$ cat config.mk
export PLATFORM = sky130hd
export DESIGN_NAME = tt_sweep_ctrl_flat
export DESIGN_NICKNAME = d
export VERILOG_FILES = /design/src/rtl/tt_sweep_pkg.sv /design/src/rtl/tt_sweep_ctrl_if.sv /design/src/rtl/tt_popcount.sv /design/src/rtl/tt_sweep_ctrl.sv /design/src/flat_wrapper.sv
export SDC_FILE = /design/constraint.sdc
export NUM_CORES = 1
export LEC_CHECK = 0
export CAP_MARGIN = 10
export CORE_ASPECT_RATIO = 1.5
export CORE_UTILIZATION = 30
export DETAILED_ROUTE_END_ITERATION = 7
export GPL_ROUTABILITY_DRIVEN = 1
export PLACE_DENSITY = 0.51
export SLEW_MARGIN = 20
export SYNTH_ARGS = -nofsm -noshare
export SYNTH_HDL_FRONTEND = slang
export SYNTH_SLANG_ARGS = --single-unit
$ cat constraint.sdc
create_clock -name clk -period 4.88 [get_ports clk]
set_input_delay 1.22 -clock clk [delete_from_list [all_inputs] [get_ports clk]]
set_output_delay 1.22 -clock clk [all_outputs]
set_load 0.02 [all_outputs]
$ cat src/rtl/tt_sweep_pkg.sv
// Shared types and sizes for the truth-table sweep controller.
// Optional build macro used elsewhere in this slice: TT_STABILITY_CHECK_EN.
package tt_sweep_pkg;

  // Number of circuit inputs and the resulting truth-table width.
  localparam int N_IN   = 3;
  localparam int TT_W   = 1 << N_IN;
  // Vector index width, settle-counter width (covers 1..255), mismatch-count width (0..8).
  localparam int IDX_W  = N_IN;
  localparam int CNT_W  = 8;
  localparam int MCNT_W = 4;

  typedef enum logic [1:0] {
    IDLE   = 2'd0,
    SETTLE = 2'd1,
    DONE   = 2'd2
  } state_e;

endpackage

$ cat src/rtl/tt_sweep_ctrl_if.sv
// Bundle of the harness handshake and circuit-under-test signals of the sweep controller.
// The unstable flag exists only when TT_STABILITY_CHECK_EN is defined.
interface tt_sweep_ctrl_if;
  import tt_sweep_pkg::*;

  logic              start;
  logic [TT_W-1:0]   expected_tt;
  logic              dut_out;
  logic [N_IN-1:0]   dut_in;
  logic              busy;
  logic              done;
  logic [TT_W-1:0]   observed_tt;
  logic [MCNT_W-1:0] mismatch_cnt;
  logic              pass;
`ifdef TT_STABILITY_CHECK_EN
  logic              unstable;
`endif

  // Harness / stimulus side.
  modport master (
    output start, expected_tt, dut_out,
    input  dut_in, busy, done, observed_tt, mismatch_cnt, pass
`ifdef TT_STABILITY_CHECK_EN
    , input unstable
`endif
  );

  // Controller side.
  modport slave (
    input  start, expected_tt, dut_out,
    output dut_in, busy, done, observed_tt, mismatch_cnt, pass
`ifdef TT_STABILITY_CHECK_EN
    , output unstable
`endif
  );

endinterface

$ cat src/rtl/tt_popcount.sv
// Combinational count of differing bits between two truth tables.
module tt_popcount
  import tt_sweep_pkg::*;
(
  input  logic [TT_W-1:0]   a_i,
  input  logic [TT_W-1:0]   b_i,
  output logic [MCNT_W-1:0] cnt_o
);

  logic [TT_W-1:0] diff;

  for (genvar gi = 0; gi < TT_W; gi++) begin : g_diff
    assign diff[gi] = a_i[gi] ^ b_i[gi];
  end

  // Sum the per-bit differences.
  always_comb begin
    cnt_o = '0;
    for (int i = 0; i < TT_W; i++) begin
      cnt_o = cnt_o + MCNT_W'(diff[i]);
    end
  end

endmodule

$ cat src/rtl/tt_sweep_ctrl.sv
// Truth-table sweep controller: walks all 8 input vectors through a 3-input circuit,
// holds each for SETTLE_CYCLES cycles, samples the circuit output on the last cycle,
// then reports the observed table, mismatch count against the expected table and pass.
// Optional macro TT_STABILITY_CHECK_EN adds a second-to-last-cycle sample and a sticky
// unstable flag that also forces pass low.
module tt_sweep_ctrl
  import tt_sweep_pkg::*;
#(
  parameter int SETTLE_CYCLES = 4
) (
  input  logic           clk,
  input  logic           rst,
  tt_sweep_ctrl_if.slave bus
);

  localparam logic [CNT_W-1:0] CNT_RELOAD = CNT_W'(SETTLE_CYCLES - 1);
  localparam logic [IDX_W-1:0] IDX_LAST   = IDX_W'(TT_W - 1);

  state_e            state_q, state_d;
  logic [IDX_W-1:0]  idx_q, idx_d;
  logic [CNT_W-1:0]  cnt_q, cnt_d;
  logic [TT_W-1:0]   exp_q, exp_d;
  logic [TT_W-1:0]   obs_q, obs_d;
  logic [MCNT_W-1:0] mcnt_q, mcnt_d;
  logic              pass_q, pass_d;

  // Observed table including the bit being sampled this cycle, and its mismatch count.
  logic [TT_W-1:0]   obs_sample;
  logic [MCNT_W-1:0] mcnt_sample;
  // Unstable status including this cycle's comparison (constant 0 without the feature).
  logic              unst_sample;

`ifdef TT_STABILITY_CHECK_EN
  // Only meaningful when a vector is held long enough to be sampled twice.
  localparam bit STAB_ON = (SETTLE_CYCLES >= 2);

  logic prev_q, prev_d;
  logic unst_q, unst_d;

  // Sticky instability: last-cycle sample differs from the second-to-last one.
  always_comb begin
    unst_sample = unst_q;
    if (STAB_ON && (state_q == SETTLE) && (cnt_q == '0) && (bus.dut_out != prev_q)) begin
      unst_sample = 1'b1;
    end
  end
`else
  assign unst_sample = 1'b0;
`endif

  // Merge the current circuit output into the table at the active vector index.
  always_comb begin
    obs_sample        = obs_q;
    obs_sample[idx_q] = bus.dut_out;
  end

  tt_popcount u_popcount (
    .a_i   (obs_sample),
    .b_i   (exp_q),
    .cnt_o (mcnt_sample)
  );

  // State register and all datapath registers.
  always_ff @(posedge clk) begin
    if (rst) begin
      state_q <= IDLE;
      idx_q   <= '0;
      cnt_q   <= '0;
      exp_q   <= '0;
      obs_q   <= '0;
      mcnt_q  <= '0;
      pass_q  <= 1'b0;
`ifdef TT_STABILITY_CHECK_EN
      prev_q  <= 1'b0;
      unst_q  <= 1'b0;
`endif
    end else begin
      state_q <= state_d;
      idx_q   <= idx_d;
      cnt_q   <= cnt_d;
      exp_q   <= exp_d;
      obs_q   <= obs_d;
      mcnt_q  <= mcnt_d;
      pass_q  <= pass_d;
`ifdef TT_STABILITY_CHECK_EN
      prev_q  <= prev_d;
      unst_q  <= unst_d;
`endif
    end
  end

  // Next-state logic: accept in IDLE, step vectors in SETTLE, one-cycle DONE.
  always_comb begin
    state_d = state_q;
    idx_d   = idx_q;
    cnt_d   = cnt_q;
    exp_d   = exp_q;
    obs_d   = obs_q;
    mcnt_d  = mcnt_q;
    pass_d  = pass_q;
`ifdef TT_STABILITY_CHECK_EN
    prev_d  = prev_q;
    unst_d  = unst_q;
`endif

    case (state_q)
      IDLE: begin
        if (bus.start) begin
          exp_d   = bus.expected_tt;
          idx_d   = '0;
          cnt_d   = CNT_RELOAD;
          obs_d   = '0;
          mcnt_d  = '0;
          pass_d  = 1'b0;
`ifdef TT_STABILITY_CHECK_EN
          prev_d  = 1'b0;
          unst_d  = 1'b0;
`endif
          state_d = SETTLE;
        end
      end

      SETTLE: begin
`ifdef TT_STABILITY_CHECK_EN
        if (STAB_ON && (cnt_q == CNT_W'(1))) begin
          prev_d = bus.dut_out;
        end
        unst_d = unst_sample;
`endif
        if (cnt_q == '0) begin
          obs_d = obs_sample;
          if (idx_q == IDX_LAST) begin
            // Results become visible together with the done pulse.
            mcnt_d  = mcnt_sample;
            pass_d  = (mcnt_sample == '0) && !unst_sample;
            state_d = DONE;
          end else begin
            idx_d = idx_q + IDX_W'(1);
            cnt_d = CNT_RELOAD;
          end
        end else begin
          cnt_d = cnt_q - CNT_W'(1);
        end
      end

      DONE: begin
        state_d = IDLE;
      end

      default: begin
        state_d = IDLE;
      end
    endcase
  end

  assign bus.dut_in       = (state_q == SETTLE) ? idx_q : '0;
  assign bus.busy         = (state_q != IDLE);
  assign bus.done         = (state_q == DONE);
  assign bus.observed_tt  = obs_q;
  assign bus.mismatch_cnt = mcnt_q;
  assign bus.pass         = pass_q;
`ifdef TT_STABILITY_CHECK_EN
  assign bus.unstable     = unst_q;
`endif

endmodule

$ cat src/flat_wrapper.sv
// flat-port wrapper written by rule: the top's interface ports become plain ports
module tt_sweep_ctrl_flat import tt_sweep_pkg::*;
#(
  parameter int SETTLE_CYCLES = 4
)
  (clk, rst, bus_start, bus_expected_tt, bus_dut_out, bus_dut_in, bus_busy, bus_done, bus_observed_tt, bus_mismatch_cnt, bus_pass);
  tt_sweep_ctrl_if bus_i ();
  input  logic clk;
  input  logic rst;
  input wire logic [$bits(bus_i.start)-1:0] bus_start;
  input wire logic [$bits(bus_i.expected_tt)-1:0] bus_expected_tt;
  input wire logic [$bits(bus_i.dut_out)-1:0] bus_dut_out;
  output wire logic [$bits(bus_i.dut_in)-1:0] bus_dut_in;
  output wire logic [$bits(bus_i.busy)-1:0] bus_busy;
  output wire logic [$bits(bus_i.done)-1:0] bus_done;
  output wire logic [$bits(bus_i.observed_tt)-1:0] bus_observed_tt;
  output wire logic [$bits(bus_i.mismatch_cnt)-1:0] bus_mismatch_cnt;
  output wire logic [$bits(bus_i.pass)-1:0] bus_pass;
  assign bus_i.start = bus_start;
  assign bus_i.expected_tt = bus_expected_tt;
  assign bus_i.dut_out = bus_dut_out;
  assign bus_dut_in = bus_i.dut_in;
  assign bus_busy = bus_i.busy;
  assign bus_done = bus_i.done;
  assign bus_observed_tt = bus_i.observed_tt;
  assign bus_mismatch_cnt = bus_i.mismatch_cnt;
  assign bus_pass = bus_i.pass;
  tt_sweep_ctrl #(.SETTLE_CYCLES(SETTLE_CYCLES)) u_core (.clk(clk), .rst(rst), .bus(bus_i));
endmodule
# Word-level counts from Yosys, hierarchy flattened
# Cells that the tools add are included.
# Widths: inputs -> output; s select.
[word_totals]
ff_bits = 34
input_bits = 12
out_inout_bits = 18
wordCells = 73
[classes]
add_sub_neg = 9
magnitude_cmp = 2
eq_ne = 8
muxes = 27
bitwise = 8
n_reduce_logical = 12
[ops]
columns = ["operator", "n"]
rows = [
  ["$mux 8", 5],
  ["$pmux 8 s2", 2],
  ["$add 4x1->4", 4],
  ["$mux 3", 4],
  ["$mux 4", 3],
  ["$reduce_and 3->1", 3],
  ["$bwmux 8", 1],
  ["$logic_not 8->1", 1],
  ["$pmux 4 s2", 1],
  ["$reduce_and 4->1", 2],
  ["$sub 8x1->8 const B", 1],
  ["$xor 1x1->1", 8],
  ["$mux 2", 3],
  ["$pmux 3 s2", 1],
  ["$add 3x1->4", 1],
  ["$logic_not 4->1", 1],
  ["$lt 3x4->1 const B", 1],
  ["$mux 1", 4],
  ["$ne 2x1->1 const B", 2],
  ["$ne 2x2->1 const B", 2],
  ["$pmux 2 s2", 1],
  ["$reduce_bool 2->1", 2],
  ["$add 2x1->3", 1],
  ["$add 3x1->3 const B", 1],
  ["11 further kinds", 11],
]

# Logic depth before layout (Yosys ltp)
# Gate-level depths: netlist of run 1.
[depth]
ltp_word = 17
ltp_mapped = 16

# By module
# A second synthesis of run 1 with hierarchy kept.
[hier_totals]
hier_cells = 199
area_unflattened_um2 = 1910.6
[modules_own_cells]
columns = ["module", "n_inst", "cells_per_inst", "area_each_um2", "seq_area_each_um2"]
rows = [
  ["tt_sweep_ctrl", 1, 173, 1672.9, 680.7],
  ["tt_popcount", 1, 26, 237.7, 0.0],
]

# Worst setup path after synthesis of run 1
# No wires, ideal clock.
[synth_path]
kind = "input-to-reg"
start = "input bus_dut_out"
end = "register u_core.pass_q, in the netlist u_core.bus.pass"
setup_ns = 0.070
t_arrival_ns = 4.545
required_time_ns = 4.810
setup_slack_ns = 0.264
stages = 15
n_path_buf = 1
path_cell_list = "clkbuf_1 mux2i_1 xnor2_1 fa_1 fa_1 inv_1 fa_1 inv_1 ha_1 inv_1 fa_1 xor2_1 nand4b_1 a221o_1 a21oi_1"
[synth_via]
elab_chain_cells = 13
[synth_rtl]
columns = ["element", "line", "source"]
rows = [
  ["start: declaration", "flat_wrapper.sv:12", "input wire logic [$bits(bus_i.dut_out)-1:0] bus_dut_out;"],
  ["$bwmux 8 (*)", "tt_sweep_ctrl.sv:54", "obs_sample[idx_q] = bus.dut_out;"],
  ["$xor 1x1->1", "tt_popcount.sv:13", "assign diff[gi] = a_i[gi] ^ b_i[gi];"],
  ["$add 1x1->2", "tt_popcount.sv:20", "cnt_o = cnt_o + MCNT_W'(diff[i]);"],
  ["$add 2x1->3", "tt_popcount.sv:20", ""],
  ["$add 3x1->4", "tt_popcount.sv:20", ""],
  ["$add 4x1->4 (3 in a row)", "tt_popcount.sv:20", ""],
  ["$add 4x1->4 (*)", "tt_popcount.sv:20", ""],
  ["$logic_not 4->1 (*)", "tt_sweep_ctrl.sv:135", "pass_d = (mcnt_sample == '0) && !unst_sample;"],
  ["$mux 1 (*)", "tt_sweep_ctrl.sv:132", "if (idx_q == IDX_LAST) begin"],
  ["$mux 1 (*)", "tt_sweep_ctrl.sv:130", "if (cnt_q == '0) begin"],
  ["$pmux 1 s2 (*)", "tt_sweep_ctrl.sv:106", "case (state_q)"],
  ["end signal: assignment", "tt_sweep_ctrl.sv:84", "pass_q <= pass_d;"],
  ["end: declaration", "tt_sweep_ctrl.sv:25", "logic pass_q, pass_d;"],
]
# Every way passes the cells marked *; elsewhere a longest branch is shown, timed or not. The select of a mux whose other input is x is not followed.
# A chain may end at the register's enable or synchronous reset.

# Worst setup path in the final report of run 1
# Same ends and word-level chain as after synthesis.

==> key figures, run 1 <==
Run status
  – Status: finished clean

Clock tree
  – CTS tree: built
  – Num Clock Sinks: 34
  – Hold buffers post-CTS: 0
  – CTS root buffer: clkbuf_8
  – Clk_lat worst skew: 290 ps
  – H-tree depth: 2
  – Clock transition at path regs: about 70 ps
  – Clock Tree Buf Depth: 2
  – CTS Buf Count: 5

Logic synthesis
  – Largest area contributor in the netlist: dfxtp_1
  – Synth warnings: 0
  – Unique cell type count in the Yosys netlist: 47
  – Synth cell count leaders: dfxtp_1, a21oi_1, nand2_1, nand3_1, inv_1
  – Flops & latches, synth: 34
  – Fraction of registers with async set/reset: 0%
  – EDFF count, synth: 0
  – Area contributors post-synth: dfxtp_1, a21oi_1, ha_1
  – Cell Area, Synth: ~2000 µm²
  – Net Count, Synth: around 260
  – Synth Flop Type: dfxtp_1
  – Most common cell in the netlist: dfxtp_1
  – Cells after Synth: ~240
  – Mean Syn Cell Area: 8.492 µm²
  – Top-area cell type share of the netlist area: 34.11%
  – Post-synthesis sequential area ratio: roughly a third

Worst setup path
  – R2R depth: 15
  – Critical path class: input pin to register
  – Max Fanout on Critical Path: 4
  – WP data required: 5100 ps
  – Arrival time at the worst endpoint: 4620 ps
  – Reg-to-reg endpoint: u_core.bus.pass
  – Crit path launch type: input pin
  – CP endpoint kind: register
  – Launch point of the worst reg-to-reg path: u_core.idx_q[0]
  – Flop-to-flop setup slack: 590 ps

Cells and area
  – N_diodes: 0
  – Final Core Density: 37.78%
  – Fill cell count: just over 700
  – Area delta synth->final: 21.94%
  – Area taken by multi-input logic gates: 1204 µm²
  – Final instance area: around 2400 µm²
  – Share of layout cells above drive strength 1: 8.494%
  – FF+latch area: 680.7 µm²
  – Nets: 283

Flow run
  – Max-Cap Viols: 0

Detailed routing
  – DRT antenna net count: 0
  – Drt total wl: 4.767 mm
  – Wire per inst: 14.23 µm
  – Drt first pass iters: 4
  – Vias per inst: 5.075
  – Iteration-0 DRC Markers: 113
  – Via Count: 1,700
  – Drt drc: 0

STA
  – Fin Hold WS: 467.4 ps
  – Tmin final: around 4400 ps
  – Setup-failing EPs final: 0
  – Final hold vios: 0
  – RSZ-0062 raised after global routing: false
  – Final count of pins violating max slew: 0
  – Worst-margin pin slew: 749.0 ps
  – Max transition margin: 49.96%
  – Clock skew: 7.081 ps
  – Period utilization: 90.21%
  – Fmax achieved: 227.2 MHz

Worst hold path
  – WHS Path Cells: 2
  – HP Class: register to register
  – Worst hold start: u_core.exp_q[3]
  – Hold path endpoint: u_core.exp_q[3]

Global route
  – Pin count of the biggest net entering global routing: 31
  – Initial antenna violation count: 0
  – First-pass GRT wire length: 8.073 mm
  – Vias in the first global route: 1,636
  – GRT overflow: 0
  – Global Route Usage Sum: 15.62%

Place
  – Port Buf Inserts: 29
  – Placed cell areas: 2345 µm²
  – Gpl congestion: 0.7723
  – Post-DP HPWL: approximately 3.5 mm

Floorplan
  – Die width: 68.60 µm
  – Die height: just over 100 µm
  – Initial Util: a little under a third
  – FP Rows: 36
  – Die area: roughly 7000 µm²
  – Core area: 6441 µm²
  – # IOs: 30

Power and ir drop
  – Leakage power: 0.9055 nW
  – Pwr Density: 270.9 nW/µm²
  – VDD IR-drop max: approximately 0.00010 V
[cells by family after synthesis]
family,count (synthesis),synth area share (%)
xor gates and xnor gates,9,3.950
adders and majority gates,11,8.401
buffers and inverters,28,5.768
and+or+nand+nor,84,23.57
muxes,9,4.577
AOI/OAI and AO/OA,60,19.63
DFF,34,34.11
[layout make-up]
type / instances / share of cell area [%]
inverter: 13 / 2.005
sequential: 34 / 27.97
tap: 76 / 3.907
multi-input combinational: 173 / 49.46
timing repair buffer: 33 / 13.26
clock buffer: 6 / 3.393
[state kept, by name, summed over array words and instances (netlist names)]
signal / cells
u_core.cnt_q: 8
u_core.exp_q: 8
u_core.bus.pass: 1
u_core.idx_q: 3
u_core.state_q: 2
u_core.bus.mismatch_cnt: 4
u_core.bus.observed_tt: 8
[how the worst max path moves through the flow]
stage	start	to	slack [ps]	depth (start not counted)
6_report	bus_dut_out	u_core.bus.pass	480	15
5_1_grt	u_core.idx_q[0]	u_core.bus.pass	240	15
4_1_cts	bus_dut_out	u_core.bus.pass	100	15
3_5_place_dp	bus_dut_out	u_core.bus.pass	-200	15
3_3_place_gp	bus_dut_out	u_core.bus.pass	-140	15
2_1_floorplan	bus_dut_out	u_core.bus.pass	260	15
[per-layer routing]
metal	vias up	GRT usage (%)	routed length [µm]	share of wire (%)
met2	26	25.87	2478	52
met3	5	3.013	102	2.1
met5	-	0	0	0
met4	0	4.808	76	1.6
li1	876	-	-	-
met1	793	20.05	2110	44
[through the flow]
stage / power (mW) / TNS [ps] / worst slack (ps) / cells
final: 0.6592 / 0 / 477.6 / 335
after global routing: 0.7031 / 0 / 242.0 / 335
after CTS: 0.6689 / 0 / 101.5 / 335
after detailed placement: 0.4588 / -314.0 / -196.1 / 329
after global placement: 0.4575 / -201.5 / -138.7 / 329
after floorplan: 0.4166 / 0 / 264.2 / 235
[critical path: stages]
cell and delay, ps:
dlymetal6s2s_1 160, mux2i_1 200, xnor2_1 130, fa_1 540, fa_1 550, inv_1 50, fa_1 460, inv_1 70
ha_1 160, inv_1 50, fa_1 370, xor2_1 170, nand4b_1 110, a221o_1 260, a21oi_1 130
[power by group]
group          total, mW  internal [mW]  switching (mW)
combinational      0.151         0.0633          0.0878
sequential         0.300          0.288          0.0114
clock              0.208          0.109          0.0996
[cell usage in the layout, fill, tap and decap left out, types with 4 or more instances in the layout]
cell	n
a21oi_1	25
and2_1	5
buf_4	4
clkbuf_8	6
clkdlybuf4s50_1	28
dfxtp_1	34
fa_1	4
ha_1	7
inv_1	13
mux2i_1	7
nand2_1	22
nand2b_1	6
nand3_1	15
nor2_1	7
nor3_1	4
o21ai_0	10
o21ai_1	4
or3_2	4
xnor2_1	6
[repair_timing]
| action | in CTS | in global routing |
|---|---|---|
| setup endpoints to repair | 0 | 2 |
| gates resized for setup | 0 | 2 |
| setup buffers | 0 | 0 |
Power figures use the tool's default switching activity.
==> run 2, diff against run 1 <==
--- a/config.mk
+++ b/config.mk
@@ -8,10 +8,12 @@
 export CAP_MARGIN = 10
 export CORE_ASPECT_RATIO = 1.5
 export CORE_UTILIZATION = 30
+export CTS_BUF_LIST = sky130_fd_sc_hd__clkbuf_4 sky130_fd_sc_hd__clkbuf_8
 export DETAILED_ROUTE_END_ITERATION = 7
 export GPL_ROUTABILITY_DRIVEN = 1
 export PLACE_DENSITY = 0.51
 export SLEW_MARGIN = 20
 export SYNTH_ARGS = -nofsm -noshare
 export SYNTH_HDL_FRONTEND = slang
+export SYNTH_HIERARCHICAL = 1
 export SYNTH_SLANG_ARGS = --single-unit
==> constraint.sdc (replaced) <==
create_clock -name clk -period 4.88 [get_ports clk]
set_input_delay 1.22 -clock clk [delete_from_list [all_inputs] [get_ports clk]]
set_output_delay 1.22 -clock clk [all_outputs]
set_load 0.05 [all_outputs]
==> key figures, run 2 <==
Logic synthesis
  – Flops & latches, synth: 34 (unchanged)
  – Cells after Synth: 199 (-15%)
  – Top-area cell type share of the netlist area: 35.63% (+1.5 points)
  – Area contributors post-synth: dfxtp_1, mux2i_1, mux2_2
  – Post-synthesis sequential area ratio: 35.63% (+1.5 points)
  – Net Count, Synth: 221 (-14%)
  – Mean Syn Cell Area: 9.601 µm² (+13%)
  – Synth cell count leaders: dfxtp_1, inv_1, a21oi_1, nor2_1, nand2_1
  – Cell Area, Synth: 1911 µm² (-4.3%)
  – EDFF count, synth: 0 (unchanged)
  – Unique cell type count in the Yosys netlist: 49 (+4.3%)
  – Fraction of registers with async set/reset: 0% (unchanged)
  – Synth warnings: 6 (+6)
  – Largest area contributor in the netlist: dfxtp_1
  – Synth Flop Type: dfxtp_1
  – Most common cell in the netlist: dfxtp_1

Cells and area
  – Most frequent cells in the layout: dfxtp_1, clkdlybuf4s50_1, inv_1, a21oi_1, nor2_1
  – Final instance area: 2365 µm² (-2.8%)
  – Area delta synth->final: 23.77%
  – Nets: 252 (-11%)
  – Share of layout cells above drive strength 1: 16.59% (+8.1 points)
  – N_diodes: 0 (unchanged)
  – Most common cell after layout, fill and taps aside: dfxtp_1

Clock tree
  – CTS tree: built
  – Clock transition at path regs: 70 ps (about the same)
  – H-tree depth: 2 (unchanged)
  – Num Clock Sinks: 34 (unchanged)
  – CTS root buffer: clkbuf_8
  – CTS Buf Count: 5 (unchanged)
  – Clk_lat worst skew: 280 ps (about the same)
  – Clock Tree Buf Depth: 2 (unchanged)

Detailed routing
  – DRT antenna net count: 0 (unchanged)
  – Drt first pass iters: 4 (unchanged)
  – Drt total wl: 4.087 mm (-14%)
  – Vias per inst: 4.917 (-3.1%)
  – Drt drc: 0 (unchanged)
  – Iteration-0 DRC Markers: 53 (-53%)
  – Via Count: 1,490 (-12%)
  – Wire per inst: 13.49 µm (-5.2%)

Place
  – Placed cell areas: 2273 µm² (-3.0%)
  – Port Buf Inserts: 29 (unchanged)
  – Post-DP HPWL: 3.014 mm (-15%)
  – Gpl congestion: 0.7488 (-3.0%)

Global route
  – Global Route Usage Sum: 14.16% (-1.5 points)
  – GRT overflow: 0 (unchanged)
  – Pin count of the biggest net entering global routing: 24 (-23%)
  – Initial antenna violation count: 0 (unchanged)
  – First-pass GRT wire length: 7.072 mm (-12%)
  – Vias in the first global route: 1,524 (-6.8%)

STA
  – Fin Hold WS: 477.0 ps (+9.592 ps)
  – Fmax achieved: 224.9 MHz (-0.98%)
  – Final count of pins violating max slew: 0 (unchanged)
  – RSZ-0062 raised after global routing: false
  – Max transition margin: 35.93% (-14 points)
  – Tmin final: 4446 ps (+43.68 ps)
  – Setup-failing EPs final: 0 (unchanged)
  – Final hold vios: 0 (unchanged)
  – Clock skew: 5.414 ps (-1.667 ps)
  – Period utilization: 91.11% (+0.90 points)
  – Worst-margin pin slew: 958.1 ps (+209.1 ps)

Worst setup path
  – Crit path largest cell delay: 540 ps (about the same)
  – Worst Path Buf+Inv: 5 (+1)
  – Stages on the worst setup path: 15 (unchanged)
  – Worst path cell trace: dlymetal6s2s_1, mux2_2, xnor2_1, fa_1, inv_1, fa_1, inv_1, fa_1, inv_1, ha_1, inv_1, fa_1, xnor2_1, nor4_2, a22o_1
  – Largest delay share family, worst path: adder cells
  – CP Launch Point: bus_dut_out
  – Crit path launch type: input pin
  – Critical path class: input pin to register
  – Max Fanout on Critical Path: 4 (unchanged)
  – Arrival time at the worst endpoint: 4670 ps (+50 ps)
  – Flop-to-flop setup slack: 670 ps (+80 ps)
  – Launch point of the worst reg-to-reg path: u_core/idx_q[0]
  – R2R depth: 15 (unchanged)
  – WP data required: 5110 ps (about the same)
  – Worst path slowest cell: fa_1
  – Reg-to-reg endpoint: u_core/bus.pass
  – Critical Path End: u_core/bus.pass
  – CP endpoint kind: register

Power and ir drop
  – Pwr Density: 283.8 nW/µm² (+4.8%)
  – NetSw: 197.9 µW (-0.47%)
  – Leakage power: 0.8988 nW (-0.74%)
  – Clock power frac: 30.9% (-0.7 points)
  – Logic pwr share: 23.5% (+0.6 points)
  – VDD IR-drop max: 0.0001078 V (+7.8%)
  – Net Sw Frac: 29.49% (-0.68 points)
  – Flop pwr share: 45.6% (about the same)
  – Design Power: 671.1 µW (+1.8%)
  – Internal power: 473.2 µW (+2.8%)

Worst hold path
  – HP Class: register to register

Floorplan
  – Initial Util: 31.16% (+0.18 points)
  – Core area: 6131 µm² (-4.8%)
  – Die width: 67.16 µm (-2.1%)
  – Die height: 99.74 µm (-2.1%)
  – # IOs: 30 (unchanged)
  – Die area: 6699 µm² (-4.2%)
  – FP Rows: 35 (-2.8%)

Flow run
  – Max-Cap Viols: 0 (unchanged)

Run status
  – Status: finished clean
run 2: cell types whose count changed in the layout (fill, tap and decap cells not counted), moves of 4 or more:
cell,before,now
nand2b_1,6,1
o21ai_0,10,3
o21ai_1,4,0
nor2_1,7,12
mux2_2,1,8
a21oi_1,25,17
nand2_1,22,10
inv_1,13,18
nand3_1,15,2
run 2: layout make-up:
type / count / area (µm²)
well taps: 74 / 92.59
multi-input cells: 138 / 1119
inverters: 18 / 67.56
repair buffers: 33 / 322.8
fillers: 655 / 3766
flip-flops and latches: 34 / 680.7
clock buffers: 6 / 82.58
run 2: power groups by stage:
| stage | clock network [mW] | logic [mW] | registers, mW |
|---|---|---|---|
| global placement | 0 | 0.157 | 0.312 |
| floorplan | 0 | 0.115 | 0.308 |
| finish | 0.207 | 0.158 | 0.306 |
| detailed placement | 0 | 0.155 | 0.313 |
| global route | 0.232 | 0.181 | 0.308 |
| CTS | 0.215 | 0.156 | 0.306 |
run 2: worst min-delay path by stage:
stage | from | endpoint | slack [ps] | cells past startpoint
floorplan | u_core/cnt_q[1] | u_core/cnt_q[1] | 460 | 2
global route | u_core/bus.observed_tt[1] | u_core/bus.observed_tt[1] | 490 | 2
global placement | u_core/bus.observed_tt[3] | u_core/bus.observed_tt[3] | 460 | 2
finish | u_core/bus.observed_tt[1] | u_core/bus.observed_tt[1] | 480 | 2
detailed placement | u_core/bus.observed_tt[0] | u_core/bus.observed_tt[0] | 470 | 2
CTS | u_core/bus.observed_tt[0] | u_core/bus.observed_tt[0] | 480 | 2
run 2: what timing repair did:
item,4_1_cts,5_1_grt
resized for setup,0,2
buffers inserted,0,0
hold buffers,0,0
setup endpoints to repair,0,1
run 2: logic make-up after synthesis:
logic type	after synthesis	share of synthesized area (%)
AOI/OAI and AO/OA	38	15.00
xor gates and xnor gates	10	4.584
adders and majority gates	10	8.121
buffers and inverters	27	6.417
DFF	34	35.63
muxes	17	9.431
and+or+nand+nor	63	20.83
run 2: worst reg2reg max path, delay by kind of cell (launching register included):
kind,cells,cell delay (ps)
fa+ha+maj,5,2030
flops,1,530
simple gates,2,540
buf+inv,4,220
mux,1,380
compound gates,1,150
xor+xnor,2,300
run 2: through the flow:
| stage | utilization, % | std cells | setup slack, ps | TNS (ps) |
|---|---|---|---|---|
| after global routing | 38.57 | 303 | 250.0 | 0 |
| after global placement | 37.08 | 297 | -196.1 | -467.3 |
| after detailed placement | 37.08 | 297 | -230.6 | -524.5 |
| after CTS | 38.43 | 303 | 68.98 | 0 |
| after floorplan | - | 199 | 423.7 | 0 |
| final | 38.57 | 303 | 434.0 | 0 |
run 2: routing by layer:
metal  up-vias  part of all wire (%)  global-route usage [%]
li1        755                     -                       -
met1       712                    45                   16.42
met2        16                    50                   23.77
met3         7                   2.2                   3.211
met4         0                   2.3                   6.874
met5         -                     0                       0
